**src/rtl/mem_pkg.sv**
```systemverilog
// Shared sizing and types for the 16x32 single-port RAM.
package mem_pkg;

  localparam int DATA_W = 32;
  localparam int DEPTH  = 16;
  localparam int ADDR_W = $clog2(DEPTH);

  typedef logic [DATA_W-1:0] word_t;
  typedef logic [ADDR_W-1:0] addr_t;

endpackage

```
**src/rtl/mem_16x32_array.sv**
```systemverilog
// Single-port synchronous RAM, 16 x 32, registered write and read paths,
// read-before-write when both enables hit the same edge.
module mem_16x32_array
  import mem_pkg::*;
(
  input  logic              clk,
  input  logic              rst,
  input  logic [DATA_W-1:0] d_in,
  input  logic [ADDR_W-1:0] addr,
  input  logic              en_wr,
  input  logic              en_rd,
  output logic [DATA_W-1:0] d_out
);

  word_t mem_q [DEPTH];
  word_t mem_d [DEPTH];
  word_t dout_q;
  word_t dout_d;
  logic  addr_ok_s;
  word_t rd_word_s;

  // Words above DEPTH only exist when the address space is partially populated.
  if (DEPTH < (2 ** ADDR_W)) begin : g_partial
    assign addr_ok_s = (32'(addr) < DEPTH);
  end else begin : g_full
    assign addr_ok_s = 1'b1;
  end

  assign rd_word_s = addr_ok_s ? mem_q[addr] : {DATA_W{1'b0}};

  // Next-state for storage: write lands on the addressed word only.
  always_comb begin
    mem_d = mem_q;
    if (en_wr && addr_ok_s) begin
      mem_d[addr] = d_in;
    end else begin
      mem_d = mem_q;
    end
  end

  // Next-state for read data: samples the pre-write contents, otherwise holds.
  always_comb begin
    dout_d = dout_q;
    if (en_rd) begin
      dout_d = rd_word_s;
    end else begin
      dout_d = dout_q;
    end
  end

  // Storage and output registers, cleared asynchronously.
  always_ff @(posedge clk or negedge rst) begin
    if (!rst) begin
      for (int i = 0; i < DEPTH; i++) begin
        mem_q[i] <= {DATA_W{1'b0}};
      end
      dout_q <= {DATA_W{1'b0}};
    end else begin
      mem_q  <= mem_d;
      dout_q <= dout_d;
    end
  end

  assign d_out = dout_q;

  // Unknown control must never reach the array unnoticed.
  a_ctrl_known : assert property (@(posedge clk) disable iff (!rst)
    !$isunknown(en_wr) && !$isunknown(en_rd) &&
    ((en_wr || en_rd) -> !$isunknown(addr)))
    else $error("unknown enable or address on mem_16x32_array");

endmodule

```
**config.mk**
```make
export PLATFORM = sky130hd
export DESIGN_NAME = mem_16x32_array
export DESIGN_NICKNAME = d
export VERILOG_FILES = /design/src/rtl/mem_pkg.sv /design/src/rtl/mem_16x32_array.sv
export SDC_FILE = /design/constraint.sdc
export NUM_CORES = 1
export LEC_CHECK = 0
export ABC_AREA = 1
export BUFFER_PORTS_ARGS = -buffer_cell sky130_fd_sc_hd__buf_2
export CAP_MARGIN = 20
export CELL_PAD_IN_SITES_DETAIL_PLACEMENT = 2
export CELL_PAD_IN_SITES_GLOBAL_PLACEMENT = 2
export CORE_ASPECT_RATIO = 0.6
export CORE_UTILIZATION = 34
export DETAILED_ROUTE_END_ITERATION = 12
export PLACE_DENSITY_LB_ADDON = 0.1
export SYNTH_ARGS = -nofsm -noshare
export SYNTH_HDL_FRONTEND = slang
export SYNTH_SLANG_ARGS = --single-unit
export TNS_END_PERCENT = 20
```
**constraint.sdc**
```tcl
create_clock -name clk -period 1 [get_ports clk]
set_input_delay 0.2 -clock clk [delete_from_list [all_inputs] [get_ports clk]]
set_output_delay 0.2 -clock clk [all_outputs]
set_load 0.005 [all_outputs]
```
Word-level counts from Yosys, hierarchy flattened
Index checks and enable logic that the tools add are counted.
Widths: inputs -> output; s select.
{"block": "totals", "word_cells": 27, "in_bits": 40, "reg_bits": 544, "out_inout_bits": 32}
{"block": "classes", "bitwise": 1, "order_cmp": 2, "n_reduce_logical": 1, "mux": 6}
{"cell": "$bwmux 512", "count": 1}
{"cell": "$bmux 32 s4", "count": 1}
{"cell": "$demux 32 s4", "count": 1}
{"cell": "$mux 32", "count": 3}
{"cell": "$ge 5x5->1 const B", "count": 1}
{"cell": "$lt 5x1->1 const B", "count": 1}
{"cell": "$not 4->5", "count": 1}
{"cell": "$logic_and 1x1->1", "count": 1}

Logic depth before layout (Yosys ltp)
{"block": "logic_depth", "depth_word": 6, "mapped_depth": 12, "ltp_nobuf": 9}

Worst setup path before layout
No wires, ideal clock.
{"block": "synth_path", "kind": "input to register", "startpoint": "in addr[1]", "endpoint": "reg dout_q[23] (netlist: d_out[23])", "path_stages": 10, "setup_slack_ns": -0.320, "required_time_ns": 0.929, "arrival_ns": 1.249, "path_buffers": 3, "setup_time_ns": 0.071, "cell_sequence": "buf_4 > clkinv_2 > buf_2 > clkbuf_1 > nand2_1 > nand2_1 > nand2_1 > nand3_1 > nor2_1 > nor2_1"}
{"block": "synth_via", "elab_chain_len": 4}
{"element": "from (decl)", "line": "mem_16x32_array.sv:9", "text": "input logic [ADDR_W-1:0] addr,"}
{"element": "$not 4->5 (implied by the code)", "line": "mem_16x32_array.sv:29", "text": "assign rd_word_s = addr_ok_s ? mem_q[addr] : {DATA_W{1'b0}};"}
{"element": "$bmux 32 s4", "line": "mem_16x32_array.sv:29"}
{"element": "$mux 32 (implied by the code) (2 in series)", "line": "mem_16x32_array.sv:29"}
{"element": "to (signal assigned)", "line": "mem_16x32_array.sv:57", "text": "dout_q <= {DATA_W{1'b0}};"}
{"element": "to (signal assigned)", "line": "mem_16x32_array.sv:60", "text": "dout_q <= dout_d;"}
{"element": "to (decl)", "line": "mem_16x32_array.sv:17", "text": "word_t dout_q;"}
Every way passes these cells. The select of a mux whose other input is x is not followed.
A chain may end at the register's enable or synchronous reset.

Final worst setup path
{"block": "layout_path", "startpoint": "reg dout_q[5] (netlist: d_out[5])", "endpoint": "out d_out[5]"}
{"element": "to (decl)", "line": "mem_16x32_array.sv:12", "text": "output logic [DATA_W-1:0] d_out"}
No word-level cell between the ends.

==> results.toml <==
[outcome]
status = "finished with violations"
violations = "setup timing"

[routing]
viasPerCell = 5.269
drt_iter0_drc = 1374
wl_per_cell_um = 23.10
ant_nets = 0
dr_total_vias = 23480
first_pass_iters = 5
finalWirelength_mm = 102.9
drc = 0

[global_route]
antenna_found_initial = 3
grt_max_degree = 57
grt_pass1_wl_mm = 161.0
grt-ovfl-total = 0
track_usage_pct = 28.65
grt_pass1_vias = 26520

[synthesis]
postSynthAreaPerCell_um2 = 7.754
yosysMostFrequentCell = "nand2_1"
synthFlopType = "dfrtp_1"
netlist_instances = 3184
async_reset_ff_share_pct = 100.0
yosys-top-cells-area = "dfrtp_1 55%, nand2_1 20%, nor2_1 5.4%, a21oi_1 5.2%, o21ai_0 4.8%"
synth_common_cells = "1284 x nand2_1, 544 x dfrtp_1, 352 x nor2_1"
synth_edf_count = 0
synth_nets = 3224
synth_area_mm2 = 0.02469
synth_top_area_cell = "dfrtp_1"
synth_top_area_share_pct = 55.14
synth.yosys.seq_area_share_pct = 55.14
ys_types = 21
yosys_warnings = 0
synth_seq_cells = 544

[cells_and_area]
regArea_mm2 = 0.01361
multi_input_area_mm2 = 0.01007
fin_area_mm2 = 0.03188
nets = 3473
finalNonFillerCells = 4456
drive_gt1_share_pct = 16.03
area_delta_synth_final_pct = 29.11
fillers = 7950

[hold_path]
hold_class = "in2reg"

[place]
dp.cells = 4315
gp_congestion = 0.8042
io_buffers = 71
dpl.hpwl_mm = 66.98
place_area_mm2 = 0.02937

[timing]
hold_viol_final = 0
rsz0062_at_grt = "yes"
fin_ws_ps = -423.4
fin_crit_sh_pct = 142.3
finalClockSkew_ps = 27.50
period_minus_slack_ps = 1423
slew_headroom_pct = 71.26
tightestPinTransition_ps = 431.1
drv_slew = 0
timing.final.setup_violations = 65
max_freq_ghz = 0.7026

[power_and_ir_drop]
total_power_mw = 66.48
powerDensity_mw_per_mm2 = 2085
p_leak_nw = 15.62
peakVddDrop_uv = 1321

[floorplanning]
die_x_um = 349.9
num_rows = 76
core_mm2 = 0.07179
dieArea_mm2 = 0.07373
die_h_um = 210.7
io_pins = 72
initial_core_util_pct = 34.39

[critical_path]
crit_path_end_kind = "output port"
worst-path-buf-inv = 1
path_cells = "buf_2"
cp_max_fo = 2
crit_family = "flip-flops"
max_stage_delay_ps = 420
arrival_ps = 1220
start_kind = "flop"
slowest_stage = "dfrtp_1"
cp.required_ps = 800
crit_type = "reg2out"

[clocking]
worstSkewPairLatency_ps = 640
cts_buffers = 57
root_buffer = "clkbuf_16"
cts.sinks = 544
cts_buffer_depth = 3
cts_tree = "built"
htree_levels = 2
clk_pin_slew_worst_paths_ps = 60

[flow_run]
cap_violations = 0
[cell type report]
cell class | count | area share, %
diodes | 1 | 0.007850
multi-input cells | 2360 | 31.60
repair buffers | 429 | 15.21
inverters | 41 | 0.5456
clock inverters | 18 | 0.7183
well taps | 975 | 3.827
clock buffers | 88 | 5.381
flip-flops and latches | 544 | 42.70
[path summary, 6_finish.rpt]
path / from / to / slack [ps] / cells past startpoint
setup / recovery: d_out[5] / d_out[5] / -420 / 1
max in group asynchronous: rst / mem_q[475] / 130 / 3
hold reg to reg: mem_q[153] / mem_q[153] / 490 / 2
setup reg to reg: mem_q[99] / d_out[3] / -270 / 9
min in group asynchronous: rst / mem_q[211] / 120 / 3
hold / removal: d_in[7] / mem_q[199] / 30 / 4
[sequential cells by signal (all words and copies together), names as in the netlist]
| signal | count |
|---|---|
| mem_q | 512 |
| d_out | 32 |
[routing by layer]
metal  share of wire (%)  track usage, %  vias to the layer above
met5                   0               0                        -
met4                 2.2           7.305                        0
met3                 3.4           3.496                      141
met2                  46           45.66                      367
met1                  49           41.27                    12320
li1                    -               -                    10650
[placed cells by master (no fill, tap or decap), drive strengths merged]
cell type	netlist	routed
a21oi	256	256
buf	110	402
bufinv	0	5
clkbuf	129	88
clkinv	1	12
clkinvlp	0	1
dfrtp	544	544
diode	0	1
dlygate4sd3	0	27
inv	40	41
nand2	1289	1289
nand3	162	162
nand4	32	32
nor2	363	363
nor3	2	2
o21ai	256	256
[cell families (layout without fill, tap and decap cells)]
kind of cell,Yosys count,in the layout,synth area share [%]
simple gates,1848,1848,29.72
flops,544,544,55.14
compound gates,512,512,10.38
buf+inv,280,576,4.764
other cells,0,1,0
[timing repair]
item,4_1_cts,5_1_grt
endpoints found under the hold margin,760,0
buffers inserted,2,7
hold buffers,27,0
gates resized for setup,38,31
endpoints found under the setup margin,65,94
pin swaps,8,13
[where the power goes]
group / switching, mW / internal [mW]
registers: 2.93 / 26.8
logic: 7.83 / 6.11
clock network: 9.74 / 13.1
[stage by stage]
| step | setup WS [ps] | setup TNS [ps] | hold slack [ps] | utilization (%) |
|---|---|---|---|---|
| after floorplan | -226.9 | -98060 | -95.59 | - |
| after global placement | -634.2 | -252120 | 19.56 | 40.91 |
| final | -423.4 | -15700 | 33.45 | 44.40 |
| after detailed placement | -696.1 | -281160 | 19.20 | 40.91 |
| after CTS | -475.3 | -17460 | 1.453 | 44.19 |
| after global routing | -466.7 | -19960 | 19.31 | 44.40 |
Note: power is estimated with default switching activity, not from simulation.
